[config.mk]
export PLATFORM = sky130hd
export DESIGN_NAME = vga_timing_driver
export DESIGN_NICKNAME = d
export VERILOG_FILES = /design/src/rtl/vga_timing_driver.sv
export SDC_FILE = /design/constraint.sdc
export NUM_CORES = 1
export LEC_CHECK = 0
export CORE_MARGIN = 1.5
export CORE_UTILIZATION = 38
export CTS_CLUSTER_SIZE = 14
export DETAILED_ROUTE_END_ITERATION = 6
export GPL_ROUTABILITY_DRIVEN = 0
export MAX_ROUTING_LAYER = met4
export PLACE_DENSITY_LB_ADDON = 0.15
export SLEW_MARGIN = 20
export SYNTH_ARGS = -nofsm -noshare
export SYNTH_HDL_FRONTEND = slang
export SYNTH_SLANG_ARGS = --single-unit
[constraint.sdc]
create_clock -name driver_clk -period 2.3 [get_ports driver_clk]
set_input_delay 0.46 -clock driver_clk [delete_from_list [all_inputs] [get_ports driver_clk]]
set_output_delay 0.46 -clock driver_clk [all_outputs]
set_load 0.02 [all_outputs]
[src/rtl/vga_timing_driver.sv]
// 640x480@60 VGA timing generator and output stage: sync/enable decode, one-clock-ahead pixel request.
// Optional build macro VGA_TIMING_PATTERN_EN replaces pixel_data with an internal 8-bar colour pattern.
module vga_timing_driver #(
  parameter int unsigned H_SYNC  = 96,
  parameter int unsigned H_BACK  = 48,
  parameter int unsigned H_DISP  = 640,
  parameter int unsigned H_FRONT = 16,
  parameter int unsigned V_SYNC  = 2,
  parameter int unsigned V_BACK  = 33,
  parameter int unsigned V_DISP  = 480,
  parameter int unsigned V_FRONT = 10
) (
  input  logic        driver_clk,
  input  logic        sys_rst_n,
  input  logic [29:0] pixel_data,
  output logic [9:0]  pixel_xpos,
  output logic [9:0]  pixel_ypos,
  output logic        data_req,
  output logic        vga_hs,
  output logic        vga_vs,
  output logic        vga_de,
  output logic [29:0] vga_rgb,
  output logic        frame_start
);

  localparam int unsigned H_TOTAL = H_SYNC + H_BACK + H_DISP + H_FRONT;
  localparam int unsigned V_TOTAL = V_SYNC + V_BACK + V_DISP + V_FRONT;
  localparam int unsigned HS      = H_SYNC + H_BACK;
  localparam int unsigned VS      = V_SYNC + V_BACK;

  localparam logic [9:0] H_LAST      = 10'(H_TOTAL - 1);
  localparam logic [9:0] V_LAST      = 10'(V_TOTAL - 1);
  localparam logic [9:0] H_SYNC_END  = 10'(H_SYNC);
  localparam logic [9:0] V_SYNC_END  = 10'(V_SYNC);
  localparam logic [9:0] DE_H_START  = 10'(HS);
  localparam logic [9:0] DE_H_END    = 10'(HS + H_DISP);
  localparam logic [9:0] REQ_H_START = 10'(HS - 1);
  localparam logic [9:0] REQ_H_END   = 10'(HS + H_DISP - 1);
  localparam logic [9:0] V_START     = 10'(VS);
  localparam logic [9:0] V_END       = 10'(VS + V_DISP);

  logic [9:0] h_cnt;
  logic [9:0] v_cnt;
  logic       v_active;

  always_ff @(posedge driver_clk or negedge sys_rst_n) begin
    if (!sys_rst_n) begin
      h_cnt       <= '0;
      v_cnt       <= '0;
      frame_start <= 1'b0;
    end else begin
      frame_start <= (h_cnt == H_LAST) && (v_cnt == V_LAST);
      if (h_cnt == H_LAST) begin
        h_cnt <= '0;
        v_cnt <= (v_cnt == V_LAST) ? '0 : v_cnt + 10'd1;
      end else begin
        h_cnt <= h_cnt + 10'd1;
      end
    end
  end

  // Decoded straight from the counters so an asynchronous reset clears them at once.
  always_comb begin
    vga_hs     = (h_cnt >= H_SYNC_END);
    vga_vs     = (v_cnt >= V_SYNC_END);
    v_active   = (v_cnt >= V_START) && (v_cnt < V_END);
    vga_de     = v_active && (h_cnt >= DE_H_START) && (h_cnt < DE_H_END);
    data_req   = v_active && (h_cnt >= REQ_H_START) && (h_cnt < REQ_H_END);
    pixel_xpos = data_req ? h_cnt - REQ_H_START : '0;
    pixel_ypos = data_req ? v_cnt - V_START : '0;
  end

`ifdef VGA_TIMING_PATTERN_EN
  logic [2:0]  bar_next;
  logic [2:0]  bar_idx;
  logic [29:0] bar_colour;
  logic        unused_data;

  assign unused_data = ^pixel_data;

  // Bars are 80 px wide, so the index comes from range compares rather than xpos bits.
  always_comb begin
    bar_next = '0;
    for (int unsigned i = 1; i < 8; i++) begin
      if (pixel_xpos >= 10'(i * 80)) bar_next = 3'(i);
    end
  end

  always_ff @(posedge driver_clk or negedge sys_rst_n) begin
    if (!sys_rst_n) bar_idx <= '0;
    else            bar_idx <= bar_next;
  end

  always_comb begin
    case (bar_idx)
      3'd0:    bar_colour = 30'h3FFFFFFF;
      3'd1:    bar_colour = 30'h3FFFFC00;
      3'd2:    bar_colour = 30'h000FFFFF;
      3'd3:    bar_colour = 30'h000FFC00;
      3'd4:    bar_colour = 30'h3FF003FF;
      3'd5:    bar_colour = 30'h3FF00000;
      3'd6:    bar_colour = 30'h000003FF;
      default: bar_colour = '0;
    endcase
    vga_rgb = vga_de ? bar_colour : '0;
  end
`else
  assign vga_rgb = vga_de ? pixel_data : '0;
`endif

endmodule

* After elaboration in Yosys (flattened, before gate mapping)
Index checks and enable logic that the tools add are counted.
** Word-level totals
- Logic and storage cells :: 28
- Input port bits :: 32
- Bits in registers :: 21
** Cells by class
- Multiplexer cells :: 5
- Eq/ne operators :: 2
- $add $sub $neg :: 4
- $lt $le $gt $ge :: 8
- Reductions and logical operators :: 6
** Operators with widths (count)
- $mux 10 :: 4
- $lt 10x10->1 const B :: 3
- $mux 30 :: 1
- $add 10x1->10 const B :: 2
- $eq 10x10->1 const B :: 2
- $ge 10x8->1 const B :: 2
- $ge 10x2->1 const B :: 1
- $ge 10x6->1 const B :: 1
- $ge 10x7->1 const B :: 1
- $sub 10x6->10 const B :: 1
- $sub 10x8->10 const B :: 1
- $logic_and 1x1->1 :: 6

* Longest topological paths before layout
- Word-level depth :: 5
- Gate-level depth with buffers :: 8
- Mapped depth without buffers :: 6

* Worst setup path after synthesis
OpenSTA, ideal clock, no wires.
- Path type :: reg-to-output
- Start :: register v_cnt[1]
- End :: output port pixel_xpos[9]
- Arrival time :: 2042 ps
- Path slack :: -202 ps
- Cell stages (with the launch flop) :: 8
- Required time :: 1840 ps
- Cells stage by stage :: dfrtp_1 -> ha_1 -> buf_6 -> nor4_1 -> and3_1 -> o21ai_1 -> buf_2 -> a211oi_1
** On the way
- Longest elaborated chain between the ends :: 5
- Elaborated cells on any way between the ends :: 6
** RTL lines
- from (decl) :: RTL line 43 : logic [9:0] v_cnt;
- from (signal assigned) :: RTL line 55 : v_cnt <= (v_cnt == V_LAST) ? '0 : v_cnt + 10'd1;
- $ge 10x6->1 / $lt 10x10->1 (equally long branches) :: RTL line 66 : v_active = (v_cnt >= V_START) && (v_cnt < V_END);
- $logic_and 1x1->1 * :: RTL line 66
- $logic_and 1x1->1 * (2 in a row) :: RTL line 68 : data_req = v_active && (h_cnt >= REQ_H_START) && (h_cnt < REQ_H_END);
- $mux 10 * :: RTL line 69 : pixel_xpos = data_req ? h_cnt - REQ_H_START : '0;
- to (decl) :: RTL line 16 : output logic [9:0] pixel_xpos,
Every way passes the cells marked *; elsewhere a longest branch is shown, timed or not.

* Worst setup path after layout
- Start :: register h_cnt[4]
- End :: output port pixel_xpos[4]
** On the way
- Longest elaborated chain between the ends :: 4
- Elaborated cells on any way between the ends :: 6
** RTL lines
- from (decl) :: RTL line 42 : logic [9:0] h_cnt;
- from (signal assigned) :: RTL line 57 : h_cnt <= h_cnt + 10'd1;
- $ge 10x8->1 :: RTL line 68
- $logic_and 1x1->1 (2 in a row) :: RTL line 68
- $mux 10 * :: RTL line 69
Marked as above.

==> metrics.md <==
| Metric | Value |
|---|---|
| Global-route wire length before repair | 9630 um |
| Status | finished, violations left |
| Die X-Extent | 73.8 um |
| Crit share post-route | 112% |
| Min Tclk post-route | 2.59 ns |
| Post-route antenna net violation count | 0 |
| Post-synth EDFFs | 0 |
| Hold Vio Cnt, Final | 0 |
| RSZ-0062 raised after global routing | yes |
| Final core utilization | 76.9% |
| Yosys cell types | 45 |
| Starting density of the core | 39.8% |
| Avg Cell Area, Syn | 8.58 um2 |
| Arr. time, crit path | 2.13 ns |
| Chip Height | 73.8 um |
| Final Power | 0.688 mW |
| CTS Sinks | 21 |
| VDD IR max | 0.358 mV |
| Power density cells | 187 nW/um2 |
| P_leak | 1.78 nW |
| Htree depth | 1 |
| Worst setup EP type | output port |
| Antenna violations before repair | 0 |
| Pin count of the biggest net entering global routing | 22 |
| Worst min path class | in2async |
| Drt via density | 5.17 |
| Vias in the first global route | 1,989 |
| Mapped Cells | 222 |
| Die area | 5450 um2 |
| Syn. warnings | 0 |
| CTS Root Cell | clkbuf_8 |
| Drt pass-1 iters | 4 |
| Skew-Pair Late Insertion Delay | 0.27 ns |
| Setup CP Type | reg2out |
| Layout area overhead | 93.2% |
| Worst Setup Start Kind | register |
| DRC | 0 |
| CTS Hold Buffers Added | 0 |
| GRT Resource Usage Total | 23.8% |
| Max-slew headroom | 79.1% |
| Final setup margin | -0.287 ns |
| Syn nets | 259 |
| Overflow after GRT | 0 |
| R2R depth | 7 |
| Crit path max fanout | 6 |
| Final-layout fill cell count | 315 |
| Initial drt markers | 75 |
| Async set-reset flop share out of synthesis | 100% |
| Yosys reg bits | 21 |
| I/O pin cnt | 87 |
| Fmax | 387 MHz |
| ANT cells | 0 |
| TritonCTS clock tree | built |
| Core Area | 4790 um2 |
| PortBufs | 86 |
| Layout cells sized above 1 | 53.6% |
| Primary FF master, synth | dfrtp_1 |
| Max-slew violation count | 0 |
| Failing checks | setup timing |
| Synthesized cell area | 1910 um2 |
| Cell row count | 25 |
| Setup Skew | 0.00897 ns |
| Final Setup Violations | 52 |
| Sequential share of the synthesized area | 27.6% |
| Max-cap violations | 0 |
| Post-DP HPWL | 4450 um |
| Clock Tree Buf Depth | 2 |
| TritonCTS Buffers | 3 |
| Clock slew at reported path FFs | 0.09 ns |
| Final wirelength | 6780 um |
| Pre-CTS WS | -0.516 ns |
| Final Net Count | 389 |
| Via count | 2,160 |
| Per-cell routed wire length | 16.2 um |
| Worst EP required | 1.84 ns |
| Slew @ Worst Pin | 0.313 ns |
[stage by stage]
step / cell area (um2) / cells / hold WS, ns / TNS, ns
floorplan: 1970 / 222 / 0.164 / -1.07
global placement: 3150 / 397 / 0.547 / -20.71
detailed placement: 3150 / 397 / 0.560 / -24.15
CTS: 3370 / 411 / 0.545 / -10.34
global route: 3680 / 418 / 0.582 / -14.51
finish: 3680 / 418 / 0.527 / -11.73
[cell usage after synthesis (2+ instances only)]
master | n | area (um2)
and3_1 | 4 | 25.0
buf_6 | 5 | 56.3
buf_2 | 10 | 50.1
inv_1 | 10 | 37.5
nor3b_1 | 2 | 15.0
clkbuf_1 | 5 | 18.8
mux2i_1 | 2 | 20.0
and2_4 | 29 | 254
xor2_1 | 9 | 78.8
nand3_1 | 12 | 60.1
a31oi_1 | 3 | 18.8
o21ai_0 | 6 | 30.0
nor2_1 | 14 | 52.6
nand4_1 | 5 | 31.3
a21oi_1 | 5 | 25.0
nand2_1 | 10 | 37.5
ha_1 | 5 | 62.6
o21ai_1 | 2 | 10.0
xnor2_1 | 12 | 105
and4_1 | 2 | 17.5
buf_4 | 3 | 22.5
dfrtp_1 | 21 | 526
nor3_1 | 24 | 120
[report_power, final]
group / leakage, nW / internal, mW / switching, mW
combinational: 1.48 / 0.0469 / 0.0160
clock: 0.0255 / 0.121 / 0.136
sequential: 0.276 / 0.369 / 0
total: 1.78 / 0.537 / 0.151
[worst max-delay path, cell delays in order, from the launching register on]
cell	delay (ns)
dfrtp_1	0.40
or3_4	0.43
o21a_4	0.23
o21ai_4	0.22
buf_12	0.14
buf_16	0.13
buf_6	0.11
nor3_2	0.04
buf_4	0.16
[registers in the layout (all words and copies together) (netlist names)]
name and cells:
h_cnt 10, v_cnt 10, frame_start 1
[kinds of logic (layout without fill, tap and decap cells)]
kind of cell	after synthesis	in the layout	share of synthesized area [%]
compound gates	27	27	11.0
fa+ha+maj	5	5	3.28
simple gates	113	113	37.7
flops	21	21	27.6
xor+xnor	21	21	9.65
mux	2	2	1.05
buf+inv	33	162	9.72
[routing by layer]
layer,vias up,share of wire (%),global-route usage [%]
met2,96,52,41.8
met1,1027,39,27.7
li1,1023,-,-
met3,14,6.2,2.88
met4,0,2.3,8.85
met5,-,0,-
[area by class of cell]
cell class	instances	area, um2	share of cell area, %
clock buffer	3	41.3	1.12
clock inverter	1	5.00	0.136
inverter	10	37.5	1.02
multi-input combinational	168	1470	39.9
sequential	21	528	14.3
tap	67	83.8	2.28
timing repair buffer	148	1520	41.2
[layout by cell type (no fill, tap or decap), types with 2 or more instances in the layout]
cell             count
ha_1                 3
dfrtp_1             19
nand3_1             12
clkbuf_16            2
buf_6               50
xor2_1               8
a21oi_2              2
nor4_4               2
dfrtp_2              2
nor3_4              12
xnor2_1             12
buf_2                3
a31oi_1              3
o21ai_0              6
nor3_1               8
buf_12               3
nand4_1              5
and3_1               2
nor2_1              13
nand2_1              9
buf_16               3
a21oi_1              4
nor3_2               4
clkdlybuf4s50_1     32
inv_1               10
and3_4               2
and4_1               2
mux2i_1              2
and2_4              29
clkbuf_8             3
buf_4               52
o21ai_4              2
[final timing paths]
path / start / end / slack, ns
hold / removal: sys_rst_n / h_cnt[2] / 0.53
min in group driver_clk: h_cnt[0] / h_cnt[0] / 0.60
max in group asynchronous: sys_rst_n / v_cnt[4] / 1.53
hold reg to reg: h_cnt[0] / h_cnt[0] / 0.60
setup / recovery: h_cnt[4] / pixel_xpos[4] / -0.29
setup reg to reg: h_cnt[0] / v_cnt[3] / 0.56
[repair_timing]
item | 4_1_cts | 5_1_grt
setup endpoints to repair | 52 | 54
gates cloned | 3 | 2
pin swaps | 8 | 38
setup buffers | 8 | 7
gates resized for setup | 306 | 57
No activity file was read; power rests on OpenSTA's default activity.
